File: config.mk
export PLATFORM = sky130hd
export DESIGN_NAME = mc_main_fsm
export DESIGN_NICKNAME = d
export VERILOG_FILES = /design/src/rtl/mc_main_fsm.sv
export SDC_FILE = /design/constraint.sdc
export NUM_CORES = 1
export LEC_CHECK = 0
export ABC_CLOCK_PERIOD_IN_PS = 3980
export CAP_MARGIN = 30
export CORE_MARGIN = 5
export CORE_UTILIZATION = 52
export CTS_CLUSTER_SIZE = 8
export DETAILED_ROUTE_END_ITERATION = 8
export PLACE_DENSITY = 0.85
export SLEW_MARGIN = 30
export SYNTH_ARGS = -nofsm -noshare
export SYNTH_HDL_FRONTEND = slang
export SYNTH_SLANG_ARGS = --single-unit
File: constraint.sdc
create_clock -name clk -period 3.98 [get_ports clk]
set_input_delay 0.796 -clock clk [delete_from_list [all_inputs] [get_ports clk]]
set_output_delay 0.796 -clock clk [all_outputs]
set_load 0.005 [all_outputs]
File: src/rtl/mc_main_fsm.sv
// Multi-cycle RV32I main control FSM: sequences the shared memory port, ALU and IR/PC/data registers.
// Latency: lw 5, sw/R/I/jal 4, beq 3 cycles; memory states stall on mem_ready and abort after MEM_TIMEOUT waits.
// Backpressure: mem_ready low holds FETCH/MEMREAD/MEMWRITE. `define ILLEGAL_OP_TRAP_EN adds the TRAP lock state and the illegal_op port.
module mc_main_fsm #(
   parameter int MEM_TIMEOUT = 16,
   parameter int CNT_W       = 5
) (
   input  logic       clk,
   input  logic       rst,
   input  logic [6:0] op,
   input  logic       zero,
   input  logic       mem_ready,
   output logic       PCWrite,
   output logic       AdrSrc,
   output logic       MemWrite,
   output logic       IRWrite,
   output logic [1:0] ResultSrc,
   output logic [1:0] ALUSrcA,
   output logic [1:0] ALUSrcB,
   output logic [1:0] ImmSrc,
   output logic       RegWrite,
   output logic [1:0] ALUOp,
   output logic       mem_err
`ifdef ILLEGAL_OP_TRAP_EN
   ,
   output logic       illegal_op
`endif
);

   typedef enum logic [3:0] {
      FETCH    = 4'd0,
      DECODE   = 4'd1,
      MEMADR   = 4'd2,
      MEMREAD  = 4'd3,
      MEMWB    = 4'd4,
      MEMWRITE = 4'd5,
      EXECR    = 4'd6,
      EXECI    = 4'd7,
      ALUWB    = 4'd8,
      BEQ      = 4'd9,
      JAL      = 4'd10,
      TRAP     = 4'd11
   } state_t;

   localparam logic [6:0] OP_LW  = 7'b0000011;
   localparam logic [6:0] OP_SW  = 7'b0100011;
   localparam logic [6:0] OP_R   = 7'b0110011;
   localparam logic [6:0] OP_I   = 7'b0010011;
   localparam logic [6:0] OP_BEQ = 7'b1100011;
   localparam logic [6:0] OP_JAL = 7'b1101111;

   localparam bit               TO_EN   = (MEM_TIMEOUT != 0);
   localparam logic [CNT_W-1:0] TO_LAST = CNT_W'(MEM_TIMEOUT - 1);

   state_t           state_q, state_d;
   logic [CNT_W-1:0] cnt_q, cnt_d;
   logic             waiting, timeout, branch, pc_update;

   always_ff @(posedge clk or negedge rst) begin
      if (!rst) begin
         state_q <= FETCH;
         cnt_q   <= '0;
      end else begin
         state_q <= state_d;
         cnt_q   <= cnt_d;
      end
   end

   always_comb begin
      state_d   = state_q;
      AdrSrc    = 1'b0;
      MemWrite  = 1'b0;
      IRWrite   = 1'b0;
      ResultSrc = 2'b00;
      ALUSrcA   = 2'b00;
      ALUSrcB   = 2'b00;
      RegWrite  = 1'b0;
      ALUOp     = 2'b00;
      mem_err   = 1'b0;
      branch    = 1'b0;
      pc_update = 1'b0;
`ifdef ILLEGAL_OP_TRAP_EN
      illegal_op = 1'b0;
`endif

      waiting = !mem_ready &&
                (state_q == FETCH || state_q == MEMREAD || state_q == MEMWRITE);
      timeout = TO_EN && waiting && (cnt_q == TO_LAST);

      case (state_q)
         FETCH: begin
            ALUSrcB   = 2'b10;
            ResultSrc = 2'b10;
            IRWrite   = mem_ready;
            pc_update = mem_ready;
            if (mem_ready) state_d = DECODE;
         end
         DECODE: begin
            ALUSrcA = 2'b01;
            ALUSrcB = 2'b01;
            case (op)
               OP_LW, OP_SW: state_d = MEMADR;
               OP_R:         state_d = EXECR;
               OP_I:         state_d = EXECI;
               OP_BEQ:       state_d = BEQ;
               OP_JAL:       state_d = JAL;
`ifdef ILLEGAL_OP_TRAP_EN
               default:      state_d = TRAP;
`else
               default:      state_d = FETCH;
`endif
            endcase
         end
         MEMADR: begin
            ALUSrcA = 2'b10;
            ALUSrcB = 2'b01;
            state_d = (op == OP_SW) ? MEMWRITE : MEMREAD;
         end
         MEMREAD: begin
            AdrSrc = 1'b1;
            if (mem_ready) state_d = MEMWB;
         end
         MEMWB: begin
            ResultSrc = 2'b01;
            RegWrite  = 1'b1;
            state_d   = FETCH;
         end
         MEMWRITE: begin
            AdrSrc   = 1'b1;
            MemWrite = 1'b1;
            if (mem_ready) state_d = FETCH;
         end
         EXECR: begin
            ALUSrcA = 2'b10;
            ALUOp   = 2'b10;
            state_d = ALUWB;
         end
         EXECI: begin
            ALUSrcA = 2'b10;
            ALUSrcB = 2'b01;
            ALUOp   = 2'b10;
            state_d = ALUWB;
         end
         ALUWB: begin
            RegWrite = 1'b1;
            state_d  = FETCH;
         end
         BEQ: begin
            ALUSrcA = 2'b10;
            ALUOp   = 2'b01;
            branch  = 1'b1;
            state_d = FETCH;
         end
         JAL: begin
            ALUSrcA   = 2'b01;
            ALUSrcB   = 2'b10;
            pc_update = 1'b1;
            state_d   = ALUWB;
         end
         TRAP: begin
`ifdef ILLEGAL_OP_TRAP_EN
            illegal_op = 1'b1;
            state_d    = TRAP;
`else
            state_d    = FETCH;
`endif
         end
         default: state_d = FETCH;
      endcase

      // Abort a stalled access; the partial store must not be committed.
      if (timeout) begin
         state_d  = FETCH;
         MemWrite = 1'b0;
         mem_err  = 1'b1;
      end

      PCWrite = (branch & zero) | pc_update;

      case (op)
         OP_LW, OP_I: ImmSrc = 2'b00;
         OP_SW:       ImmSrc = 2'b01;
         OP_BEQ:      ImmSrc = 2'b10;
         OP_JAL:      ImmSrc = 2'b11;
         default:     ImmSrc = 2'b00;
      endcase

      // A timed-out FETCH stays in FETCH, so the count restarts explicitly.
      if (timeout || state_d != state_q) cnt_d = '0;
      else if (waiting)                  cnt_d = cnt_q + 1'b1;
      else                               cnt_d = cnt_q;
   end

endmodule

Word level (Yosys, flattened, before mapping):

Index checks and enable logic that the tools add are counted.

* bits in registers: 9
* bits of input ports: 11
* output and inout bits: 16
* logic and storage cells: 62

* $add $sub $neg: 1
* equality and inequality tests: 18
* muxes and demuxes: 22
* bitwise gates (word level): 2
* reduce and logical (&&, ||, !) cells: 17

Operators by type and width (number)
* 4-bit one-hot mux with 6 select lines: 1
* 4-bit one-hot mux with 5 select lines: 1
* 4-bit by 3-bit == test with 1-bit output (second input constant): 4
* 4-bit 2-to-1 mux: 4
* 2-bit one-hot mux with 2 select lines: 4
* 7-bit by 6-bit == test with 1-bit output (second input constant): 2
* 7-bit == test (second input constant): 2
* 4-bit == test (second input constant): 3
* 2-bit OR reduction: 6
* 5-bit 2-to-1 mux: 2
* 4-bit by 2-bit == test with 1-bit output (second input constant): 2
* 7-bit by 2-bit == test with 1-bit output (second input constant): 1
* 7-bit by 5-bit == test with 1-bit output (second input constant): 1
* 1-bit 2-to-1 mux: 7
* 2-bit one-hot mux with 3 select lines: 1
* 3-bit OR reduction: 2
* 5-bit by 1-bit adder with 5-bit output (second input constant): 1
* 5-bit by 4-bit == test with 1-bit output (second input constant): 1
* 4-bit by 1-bit == test with 1-bit output (second input constant): 1
* 4-bit logical NOT: 1
* 4-bit != test: 1
* 4-bit OR reduction: 1
* 1-bit logical OR: 3
* 3-bit 2-to-1 mux: 1
* 6 further kinds: 7

Logic depth before layout (Yosys ltp):

* depth in word-level cells: 9
* mapped depth: 9
* mapped depth without buffers: 9

Worst setup path before layout:

No wires, ideal clock.

* path kind: input to register
* start: input op[2]
* end: register cnt_q[4]
* setup time: 87 ps
* arrival: 2217 ps
* data required time: 3893 ps
* slack: 1676 ps
* cell stages on the path: 6
* path through: nand4bb_1 a2111o_1 a22oi_4 xnor2_1 nand4b_2 a211oi_2

* cells in the longest elaborated chain, start to end: 8
* elaborated cells between the ends (all ways): 15
* classes of those cells: eq/ne (7); mux (5); reduce/logical (3)

RTL lines
* from (decl): line 10 `input logic [6:0] op,`
* 7-bit by 6-bit == test with 1-bit output or 7-bit by 2-bit == test with 1-bit output (tied branches): line 101, 117
* 2-bit OR reduction: line 101 `case (op)`
* 4-bit one-hot mux with 5 select lines: line 101
* 4-bit one-hot mux with 6 select lines (*): line 90 `case (state_q)`
* 4-bit 2-to-1 mux (*): line 172 `if (timeout) begin`
* net state_d[2]: line 55 `state_t state_q, state_d;`
* 4-bit != test (*): line 189 `if (timeout || state_d != state_q) cnt_d = '0;`
* 1-bit logical OR (*): line 189
* 5-bit 2-to-1 mux or 2-bit nonzero test (tied branches)
* to (signal assigned): line 65 `cnt_q <= cnt_d;`
* to (decl): line 56 `logic [CNT_W-1:0] cnt_q, cnt_d;`

The timed path passes the listed nets; every way through them passes the cells marked *.
A chain may end at the register's enable or synchronous reset.

Worst setup path after layout:

* start: input op[4]
* end: output ImmSrc[1]

* cells in the longest elaborated chain, start to end: 2
* elaborated cells between the ends (all ways): 4
* classes of those cells: eq/ne (3); mux (1)

RTL lines
* 7-bit == test or 7-bit by 6-bit == test with 1-bit output (tied branches): line 180 `case (op)`
* 2-bit one-hot mux with 3 select lines (*): line 180
* to (decl): line 20 `output logic [1:0] ImmSrc,`

Mark *: on every way between the ends. The rest lies on a longest branch, timed or not.

==> results.md <==
* Clk_lat worst skew at ~0.26 ns
* Crit Path Max Fanout at 6
* Hold path startpoint: cnt_q[1]$_DFFE_PN0P_
* Critical path arrival at between 2 and 3 ns
* CTS root buf: clkbuf_4
* Clock slew at reported path FFs at around 0.06 ns
* Routed wire length at 2385 um
* DRT iter0 DRCs at 26
* Nets at roughly 160
* CP startpoint: op[4]
* Syn nets at 136
* Post-cts sizing count at 0
* Placer Congestion at 0.8240
* Synthesis-to-finish area growth at 25.15%
* Peak supply drop at roughly 320 uV
* Path type of the worst min-delay path: flop to flop
* First-pass GRT wire length at 3891 um
* Worst Setup Start Kind: primary input
* Post-synthesis register bit count at 9
* Layout cells sized above 1 at 6.993%
* LEAKAGE at between 0.4 and 0.5 nW
* Synth Cell Area at just over 0.001 mm^2
* Antenna violations before repair at 0
* Fin crit period at ~3.3 ns
* Cells after Synth at ~120
* Critical path buffers and inverters at 2
* Multi-input gate area at around 700 um^2
* CTS max path bufs at 2
* Largest net degree at the start of global routing at 24
* Pwr Density at 271.8 mW/mm^2
* Slowest Stage Delay on Critical Path at ~0.59 ns
* Starting density of the core at 53.36%
* Slowest CP cell: clkdlybuf4s50_1
* Postcts setup bufs at 0
* Yosys Warn Count at 0
* Pre-antenna DRT Iters at 4
* Post-DP HPWL at between 1500 and 2000 um
* Ys async rst share at 100.0%
* Filler cells at between 150 and 200
* Most frequent CP cell: clkdlybuf4s50_1
* Max_cap viols at 0
* Cell variety after synth at 45
* Setup TNS Final at 0 ns
* Avg Inst Size Synth at 8.250 um^2
* Critical path endpoint category: output pin
* DRC at 0
* Final hold violation count at 0
* Post-CTS Hold Fix Bufs at 0
* Slew headroom at 54.20%
* RSZ-0062 raised after global routing: no
* Max Slew Vio Count at 0
* Top_reg_cell synth: dfrtp_1
* Cell Chain, Critical Path: clkdlybuf4s50_1 -> nand4b_1 -> nor3b_1 -> clkdlybuf4s50_1
* Vias in the first global route at around 860
* Die height at approximately 54 um
* Die width at about 54 um
* Routed vias/inst at between 5 and 6
* Antenna Cells at 0
* Status: finished clean
* Worst path top cell family by delay: buffers and inverters
* Fmax at 299.2 MHz
* Die area at a little under 0.003 mm^2
* EDFF count, synth at 0
* IO buf count at 26
* Seq/Total Area, Yosys at between 20% and 30%
* Register area at 225.2 um^2
* Worst-margin pin slew at about 0.7 ns
* CP Class: primary input to output pin
* Grt ovf at 0
* H-Tree Level Count at 1
* CTS tree: yes
* Vias post-DR at roughly 1000
* ANT nets after route at 0
* # IOs at 27
* Drt wl/cell at ~14 um
* Clock skew at approximately 0.00093 ns
* RR Startpoint: cnt_q[0]$_DFFE_PN0P_
* Util after Layout at about two thirds
* Req. time, crit path at approximately 3.2 ns
* Global Route Usage Sum at ~18%
* Final setup fails at 0
* Core Area at around 0.0019 mm^2
* Num CTS Buffers at 3
* CTS sink cnt at 9
* Site row count at 16
* Tcrit/Tclk final at 83.98%
[power by group]
part	switching, mW	total (mW)	internal [mW]
sequential	0.0226	0.123	0.101
clock	0.0301	0.0686	0.0385
combinational	0.0721	0.153	0.0813
total	0.125	0.345	0.220
[flip-flops by register name, summed over array words and instances (netlist names)]
name     cells
cnt_q        5
state_q      4
[path summary, 6_finish.rpt]
check | endpoint | slack, ns | depth (start not counted)
worst max register to register | cnt_q[4]$_DFFE_PN0P_ | 1.62 | 9
worst max-delay path | ImmSrc[1] | 0.64 | 4
worst min-delay path | cnt_q[1]$_DFFE_PN0P_ | 0.56 | 2
min in group asynchronous | cnt_q[0]$_DFFE_PN0P_ | 0.82 | 1
max in group asynchronous | state_q[3]$_DFF_PN0_ | 2.89 | 1
worst min register to register | cnt_q[1]$_DFFE_PN0P_ | 0.56 | 2
[cells in the final DEF, fill, tap and decap left out, types with 2 or more instances in the layout]
cell type	count
o22ai_1	3
and3b_1	2
a21oi_1	6
xor2_1	4
nand3b_1	3
nor2b_1	3
inv_1	2
o21ai_0	4
nand4bb_1	2
mux2i_1	2
clkbuf_4	3
nand2_1	7
nor2_1	14
clkdlybuf4s50_1	26
ha_1	2
nor3_1	9
xnor2_1	5
and2_1	4
nor3b_1	3
and3_1	3
dfrtp_1	9
nand2b_1	6
[cell type report]
| type | count | area share, % |
|---|---|---|
| Multi-Input combinational cell | 102 | 56.45 |
| Timing Repair Buffer | 26 | 20.49 |
| Sequential cell | 9 | 17.73 |
| Tap cell | 27 | 2.660 |
| Clock buffer | 4 | 2.069 |
| Inverter | 2 | 0.5911 |
[per-layer routing]
metal / GRT usage (%) / wire [um] / up-vias
li1: - / - / 482
met3: 3.047 / 149 / 7
met4: 4.979 / 29 / 0
met2: 30.48 / 1104 / 31
met1: 23.40 / 1101 / 459
met5: 0 / 0 / -
[cell usage after synthesis (all sizes together), types with 2 or more instances]
cell      n  share of area, %
buf       9               6.0
inv       2              0.74
nor3     10               5.4
nor2b     3               1.8
nand4b    2               2.3
a21oi     6               3.0
xor2      4               3.5
nand2b    6               3.7
xnor2     5               4.3
nand4bb   2               2.2
and3b     2               1.7
nand3b    3               2.2
nor3b     3               2.2
ha        2               2.5
and2      4               2.5
dfrtp     9                22
and3      3               1.8
nor2     14               5.2
o22ai     4               3.1
mux2i     2               2.0
o21ai     4               2.0
nand2     7               2.6
[logic make-up (layout without fill, tap and decap cells)]
| family | Yosys count | after routing | share of synthesized area, % |
|---|---|---|---|
| xor gates and xnor gates | 9 | 9 | 7.768 |
| muxes | 2 | 2 | 1.973 |
| AOI/OAI and AO/OA | 23 | 23 | 19.98 |
| and+or+nand+nor | 66 | 66 | 38.47 |
| DFF | 9 | 9 | 22.20 |
| buffers and inverters | 12 | 32 | 7.151 |
| adders and majority gates | 2 | 2 | 2.466 |
[per-stage QoR]
stage	setup WS [ns]	area [um^2]	std cells	hold slack [ns]	power [mW]
floorplan	1.676	1015	123	0.5004	0.2202
global placement	0.6415	1244	166	0.5308	0.2732
detailed placement	0.6642	1244	166	0.5540	0.2780
CTS	0.6418	1270	170	0.5670	0.3473
global route	0.4875	1270	170	0.5963	0.3713
finish	0.6376	1270	170	0.5642	0.3451
[tightest hold or removal path: cells and delay by family, from the launching register on]
kind          cells  cell delay (ns)
simple gates      1             0.08
mux               1             0.07
flops             1             0.36
Power figures use the tool's default switching activity.
